==> config.mk <==
export PLATFORM = sky130hd
export DESIGN_NAME = apb_to_reg_v3
export DESIGN_NICKNAME = d
export VERILOG_FILES = /design/src/rtl/apb_to_reg_v3.sv
export SDC_FILE = /design/constraint.sdc
export NUM_CORES = 1
export LEC_CHECK = 0
export CORE_ASPECT_RATIO = 0.5
export CORE_MARGIN = 10
export CORE_UTILIZATION = 45
export DETAILED_ROUTE_END_ITERATION = 10
export GPL_ROUTABILITY_DRIVEN = 0
export GPL_TIMING_DRIVEN = 0
export PLACE_DENSITY = 0.87
export SLEW_MARGIN = 15
export SYNTH_ARGS = -nofsm -noshare
export SYNTH_HDL_FRONTEND = slang
export SYNTH_SLANG_ARGS = --single-unit
==> constraint.sdc <==
create_clock -name clk_i -period 10.6 [get_ports clk_i]
set_clock_uncertainty 0.2 [all_clocks]
set_input_delay 2.65 -clock clk_i [delete_from_list [all_inputs] [get_ports clk_i]]
set_output_delay 2.65 -clock clk_i [all_outputs]
set_load 0.01 [all_outputs]
==> src/rtl/apb_to_reg_v3.sv <==
// apb_to_reg_v3 : APB4 subordinate to regbus request/response bridge.
//
// Captures one APB transfer in IDLE, presents it on the regbus until the
// target answers (or a timeout fires), then completes the APB access phase.
// Optional privilege filtering rejects unprivileged accesses without ever
// touching the target.
//
// Ports
//   clk_i, rst_i       clock, asynchronous active-high reset
//   psel_i, penable_i  APB select / enable
//   pwrite_i, paddr_i  APB direction / address
//   pprot_i            APB protection, bit 0 = privileged
//   pstrb_i, pwdata_i  APB write strobes / write data
//   prdata_o           APB read data (zero unless pready_o)
//   pready_o           APB transfer complete
//   pslverr_o          APB transfer error (zero unless pready_o)
//   reg_req_o          regbus request (addr, write, wdata, wstrb, valid)
//   reg_rsp_i          regbus response (rdata, error, ready)
//   timeout_o          pulse in the last REQ cycle when the target never answered
//   busy_o             high whenever the bridge is not IDLE

package apb_to_reg_v3_pkg;
    localparam int unsigned AW = 32;
    localparam int unsigned DW = 32;
    localparam int unsigned SW = DW / 8;

    typedef struct packed {
        logic [AW-1:0] addr;
        logic          write;
        logic [DW-1:0] wdata;
        logic [SW-1:0] wstrb;
        logic          valid;
    } reg_req_t;

    typedef struct packed {
        logic [DW-1:0] rdata;
        logic          error;
        logic          ready;
    } reg_rsp_t;
endpackage

module apb_to_reg_v3 #(
    parameter int unsigned AddrWidth     = 32,
    parameter int unsigned DataWidth     = 32,
    parameter int unsigned TimeoutCycles = 16,
    parameter bit          RequirePriv   = 1'b0,
    parameter type         reg_req_t     = apb_to_reg_v3_pkg::reg_req_t,
    parameter type         reg_rsp_t     = apb_to_reg_v3_pkg::reg_rsp_t
) (
    input  logic                   clk_i,
    input  logic                   rst_i,
    input  logic                   psel_i,
    input  logic                   penable_i,
    input  logic                   pwrite_i,
    input  logic [AddrWidth-1:0]   paddr_i,
    input  logic [2:0]             pprot_i,
    input  logic [DataWidth/8-1:0] pstrb_i,
    input  logic [DataWidth-1:0]   pwdata_i,
    output logic [DataWidth-1:0]   prdata_o,
    output logic                   pready_o,
    output logic                   pslverr_o,
    output reg_req_t               reg_req_o,
    input  reg_rsp_t               reg_rsp_i,
    output logic                   timeout_o,
    output logic                   busy_o
);

    localparam int unsigned StrbWidth = DataWidth / 8;
    // A zero-width counter is illegal, so keep one bit when the timeout is off.
    localparam int unsigned CntW    = (TimeoutCycles > 0) ? $clog2(TimeoutCycles + 1) : 1;
    localparam int unsigned CntMaxI = (TimeoutCycles > 0) ? TimeoutCycles : 1;
    localparam int unsigned TmoI    = (TimeoutCycles > 0) ? TimeoutCycles - 1 : 0;
    localparam logic [CntW-1:0] CntMax  = CntW'(CntMaxI);
    localparam logic [CntW-1:0] TmoLast = CntW'(TmoI);

    typedef enum logic [1:0] {
        S_IDLE = 2'd0,
        S_REQ  = 2'd1,
        S_RESP = 2'd2
    } state_t;

    state_t                 r_state;
    logic [AddrWidth-1:0]   r_addr;
    logic                   r_write;
    logic [DataWidth-1:0]   r_wdata;
    logic [StrbWidth-1:0]   r_wstrb;
    logic [DataWidth-1:0]   r_rdata;
    logic                   r_err;
    logic [CntW-1:0]        r_cnt;

    logic w_reject;
    logic w_tmo_hit;
    logic w_pready;
    logic w_unused_prot;

    assign w_unused_prot = ^pprot_i[2:1];

    assign w_reject  = RequirePriv && !pprot_i[0];
    // ready in the same cycle beats the timeout.
    assign w_tmo_hit = (TimeoutCycles > 0) && (r_state == S_REQ) &&
                       !reg_rsp_i.ready && (r_cnt == TmoLast);

    always_ff @(posedge clk_i or posedge rst_i) begin
        if (rst_i) begin
            r_state <= S_IDLE;
            r_addr  <= '0;
            r_write <= 1'b0;
            r_wdata <= '0;
            r_wstrb <= '0;
            r_rdata <= '0;
            r_err   <= 1'b0;
            r_cnt   <= '0;
        end else begin
            case (r_state)
                S_IDLE: begin
                    if (psel_i) begin
                        r_addr  <= paddr_i;
                        r_write <= pwrite_i;
                        r_wdata <= pwdata_i;
                        r_wstrb <= pwrite_i ? pstrb_i : '0;
                        if (w_reject) begin
                            r_err   <= 1'b1;
                            r_rdata <= '0;
                            r_state <= S_RESP;
                        end else begin
                            r_cnt   <= '0;
                            r_state <= S_REQ;
                        end
                    end
                end
                S_REQ: begin
                    if (reg_rsp_i.ready) begin
                        r_rdata <= r_write ? '0 : reg_rsp_i.rdata;
                        r_err   <= reg_rsp_i.error;
                        r_state <= S_RESP;
                    end else if (w_tmo_hit) begin
                        r_rdata <= '0;
                        r_err   <= 1'b1;
                        r_state <= S_RESP;
                    end else if (r_cnt != CntMax) begin
                        r_cnt <= r_cnt + CntW'(1);
                    end
                end
                S_RESP: begin
                    // Completes or, if psel already dropped, silently discards.
                    r_state <= S_IDLE;
                end
                default: r_state <= S_IDLE;
            endcase
        end
    end

    // regbus side: payload always follows the capture registers.
    always_comb begin
        reg_req_o       = '0;
        reg_req_o.addr  = r_addr;
        reg_req_o.write = r_write;
        reg_req_o.wdata = r_wdata;
        reg_req_o.wstrb = r_wstrb;
        reg_req_o.valid = (r_state == S_REQ);
    end

    // APB side: decode of state with psel/penable only, never reg_rsp_i.
    assign w_pready  = (r_state == S_RESP) && psel_i && penable_i;
    assign pready_o  = w_pready;
    assign prdata_o  = w_pready ? r_rdata : '0;
    assign pslverr_o = w_pready & r_err;
    assign timeout_o = w_tmo_hit;
    assign busy_o    = (r_state != S_IDLE);

endmodule

# After elaboration in Yosys (flattened, before gate mapping)
# Index checks and enable logic that the tools add are counted.
[classes]
addsub = 1
eq_ne = 9
n_mux = 16
n_bitwise = 1
reduce_logical = 13
[ops]
columns = ["cell", "count"]
rows = [
  ["$mux W32", 4],
  ["$mux W5", 4],
  ["$pmux W5 S2", 1],
  ["$mux W2", 3],
  ["$ne A2 B2 Y1 const B", 3],
  ["$reduce_and A2 Y1", 3],
  ["$reduce_bool A2 Y1", 3],
  ["$add A5 B1 Y5 const B", 1],
  ["$eq A5 B4 Y1 const B", 1],
  ["$ne A5 B5 Y1 const B", 1],
  ["$reduce_and A5 Y1", 1],
  ["$logic_and A1 B1 Y1", 4],
  ["$mux W4", 1],
  ["$pmux W2 S2", 1],
  ["$ne A3 B1 Y1 const B", 1],
  ["$eq A2 B1 Y1 const B", 1],
  ["$eq A2 B2 Y1 const B", 1],
  ["$logic_not A2 Y1", 1],
  ["$mux W1", 2],
  ["$ne A2 B1 Y1 const B", 1],
  ["$and A1 B1 Y1", 1],
  ["$logic_not A1 Y1", 1],
]
[word_totals]
reg_bits = 109
out_inout_bits = 106
elab_cells = 48

# Logic depth before layout (Yosys ltp)
[depth]
ltp_word = 6
mapped_depth = 6
ltp_nobuf = 6

# Worst setup path after synthesis
# OpenSTA, ideal clock, no wires.
[synth_timing]
kind = "input -> output"
startpoint = "in psel_i"
endpoint = "out prdata_o[10]"
t_arrival_ns = 3.306
setup_slack_ns = 4.444
stages = 3
path_buffers = 1
path_cell_list = "and4b_1 clkbuf_1 and2_1"
[synth_via]
elab_chain_len = 3
[synth_lines]
columns = ["element", "line_no", "rtl"]
rows = [
  ["start: declaration", "52", "input logic psel_i,"],
  ["$logic_and A1 B1 Y1 (2 in a row)", "164", "assign w_pready = (r_state == S_RESP) && psel_i && penable_i;"],
  ["$mux W32", "166", "assign prdata_o = w_pready ? r_rdata : '0;"],
  ["end: declaration", "59", "output logic [DataWidth-1:0] prdata_o,"],
]
# No other way between the ends.

# Final worst setup path
[layout_timing]
startpoint = "in psel_i"
endpoint = "out prdata_o[8]"
# The elaborated chain is that of the path after synthesis.

==> impl_metrics.json <==
{
  "max-vdd-ir-drop_mv": 0.1149,
  "max-clock-path-buffers": 2,
  "post_synth_inst_count": 447,
  "netlist_area_sq_um": 4732,
  "netlist-cell-type-count": 38,
  "nets_in_the_synthesized_netlist": 560,
  "die_h_microns": 92.51,
  "hold_end": "r_wstrb[2]",
  "fin_crit_sh_pct": 69.86,
  "synth.top_cells.by_count": "135 x sky130_fd_sc_hd__nand2_1, 109 x sky130_fd_sc_hd__dfrtp_1, 70 x sky130_fd_sc_hd__nand2_2, 34 x sky130_fd_sc_hd__a22o_1, 33 x sky130_fd_sc_hd__and2_1",
  "cts-htree-levels": 3,
  "sum_of_overflow_across_all_layers_after_global_routing": 0,
  "fp-row-count": 26,
  "number_of_cells_upsized_or_downsized_after_cts": 0,
  "outcome": "finished, final reports clean",
  "hold_path_startpoint": "r_wstrb[2]",
  "tightest_slew_ns": 0.4515,
  "postSynth.topFlopCell": "sky130_fd_sc_hd__dfrtp_1",
  "number_of_cell_instances_on_the_worst_register_to_register_path": 6,
  "grt_pass1_vias": 3944,
  "detailed_place_hpwl_mm": 11.06,
  "yosys.cell_count.top_type": "sky130_fd_sc_hd__nand2_1",
  "cts.repair_timing.setup_buffer_count": 0,
  "synth.yosys.seq_area_share_pct": 57.64,
  "worst_setup_path_end_kind": "output port",
  "post_cts_hold_buffer_count": 0,
  "finalHoldViolCount": 0,
  "critical_path_rt_ns": 7.75,
  "diodes": 0,
  "route.detailed.wl_per_inst_microns": 17.25,
  "rrSetupSlack_ns": 8.40,
  "grt_use_total_pct": 17.84,
  "slew_viol_final": 0,
  "crit_path_cell_trace": "clkdlybuf4s50_1, and4b_1, clkbuf_1, and2_1, clkdlybuf4s50_1",
  "shortest_period_the_worst_path_allows_ns": 7.405,
  "drt_first_pass_iters": 6,
  "syn_area_per_cell_sq_um": 10.59,
  "via_count": 3902,
  "slew_headroom_pct": 69.90,
  "number_of_nets_in_the_layout": 784,
  "final_core_utilization_pct": 71.93,
  "synth.area.top_cells": "sky130_fd_sc_hd__dfrtp_1 58%, sky130_fd_sc_hd__nand2_1 11%, sky130_fd_sc_hd__nand2_2 9.3%",
  "cts_num_sinks": 109,
  "routed_wl_mm": 14.07,
  "initial_core_util_pct": 46.18,
  "synthesis.yosys.warnings": 0,
  "min_path_cells": 2,
  "clkSlewWorstSetupHoldPaths_ns": 0.07,
  "synth_edf_count": 0,
  "postSynth.asyncResetShare_pct": 100.0,
  "detail_route.iter0.violations": 217,
  "cap_violations": 0,
  "maximum_number_of_pins_on_one_net_before_global_route_repair": 65,
  "place.port_buffers": 212,
  "static-leakage-power_nw": 3.449,
  "clk_latency_ns": 0.34,
  "regToRegStartpoint": "r_cnt[1]",
  "share_of_cells_above_drive_strength_1_pct": 18.05,
  "synth_top_cell_by_area": "sky130_fd_sc_hd__dfrtp_1",
  "totalPowerFinal_mw": 1.711,
  "critical-path-slowest-cell": "sky130_fd_sc_hd__clkdlybuf4s50_1",
  "worstSetupStartpointType": "input port",
  "max_freq_mhz": 135.0,
  "die_area_sq_um": 15270,
  "tritoncts": "yes",
  "delay_contributed_by_the_slowest_stage_of_the_critical_path_ns": 0.55,
  "route.antenna.remaining_nets": 0,
  "antenna_found_initial": 0,
  "endpoint_of_the_worst_slack_reg_to_reg_timing_path": "r_cnt[0]",
  "critPathArrivalTime_ns": 4.56,
  "setup.worst_path.class": "input port to output port",
  "synth-seq-cells": 109,
  "vias_per_cell": 4.782,
  "placeableCoreArea_sq_um": 10250,
  "tritoncts.num_buffers": 9,
  "die_w_microns": 165.0,
  "clockRootBuffer": "sky130_fd_sc_hd__clkbuf_16",
  "residual_drc": 0,
  "timing.final.setup_violations": 0,
  "synth_largest_type_area_fraction_pct": 57.64,
  "power-per-cell-area_nw_per_um2": 232.2,
  "grt_first_pass_wirelength_mm": 21.64,
  "timing.setup.tns_ns": 0,
  "ioPinCount": 216,
  "timing.hold.worst.class": "flop to flop",
  "worstPathMaxFanout": 10,
  "cp_common_cell": "sky130_fd_sc_hd__clkdlybuf4s50_1",
  "rsz_0062_raised_after_global_routing": "no",
  "area_growth_pct": 55.76
}
==> final cells by class <==
cell class | instances | area (sq um)
fillers | 775 | 2877
flip-flops and latches | 109 | 2728
repair buffers | 213 | 2150
multi-input cells | 306 | 1722
plain buffers | 26 | 260.3
clock buffers | 10 | 239.0
well taps | 140 | 175.2
clock inverters | 6 | 70.07
inverters | 6 | 27.53
==> power by group <==
group          internal [mW]  leakage (nW)  total, mW  switching, mW
clock network          0.192         0.153      0.351          0.159
logic                  0.376          1.93      0.667          0.291
registers              0.584          1.37      0.694          0.110
==> worst max-delay path by stage <==
stage / start / to / cells after the start
final: psel_i / prdata_o[8] / 5
after global routing: psel_i / prdata_o[8] / 5
after CTS: psel_i / prdata_o[18] / 5
after detailed placement: psel_i / prdata_o[18] / 5
after global placement: rst_i / r_addr[24] / 2
after floorplan: psel_i / prdata_o[10] / 3
==> kinds of logic after synthesis <==
kind of cell	after synthesis	synth area share [%]
multiplexers	1	0.2380
flip-flops	109	57.64
AND/OR/NAND/NOR	259	27.50
buffers and inverters	32	5.976
adder cells (fa/ha/maj)	3	0.7933
AO/OA/AOI/OAI	43	7.853
==> per-layer routing <==
layer	GRT usage (%)	vias to the layer above	wire length, microns
met5	0	-	0
met4	3.959	0	141
met3	4.859	10	811
met2	33.26	98	7689
met1	19.87	1912	5430
li1	-	1882	-
==> metrics by stage <==
step                      instance area [sq um]  hold WS [ns]  setup WS, ns  instances
after floorplan                            4732        0.2643         4.444        447
after global placement                     7029        0.2584         3.162        799
after detailed placement                   7062        0.2645         3.185        800
after CTS                                  7371        0.2800         3.184        816
after global routing                       7371        0.2987         3.051        816
final                                      7371        0.2797         3.195        816
==> worst max-delay path, delay by kind of cell <==
kind	cells	cell delay, ns
buffers and inverters	3	1.38
and+or+nand+nor	2	0.51
==> registers in the layout, summed over array words and instances, names as in the netlist <==
signal   count
r_addr      32
r_rdata     32
r_wdata     32
r_cnt        5
r_wstrb      4
r_state      2
r_err        1
r_write      1
==> cells in the final DEF (no fill, tap or decap), drive strengths merged, types with 2 or more instances in the layout <==
| cell type | instances |
|---|---|
| clkinv | 3 |
| nor3b | 2 |
| or2 | 2 |
| o21ai | 3 |
| and2 | 33 |
| nand2 | 205 |
| inv | 8 |
| clkbuf | 12 |
| buf | 25 |
| a22o | 34 |
| nand3 | 4 |
| ha | 3 |
| dfrtp | 109 |
| nor2 | 3 |
| clkdlybuf4s50 | 212 |
(Power assumes the default switching activity.)
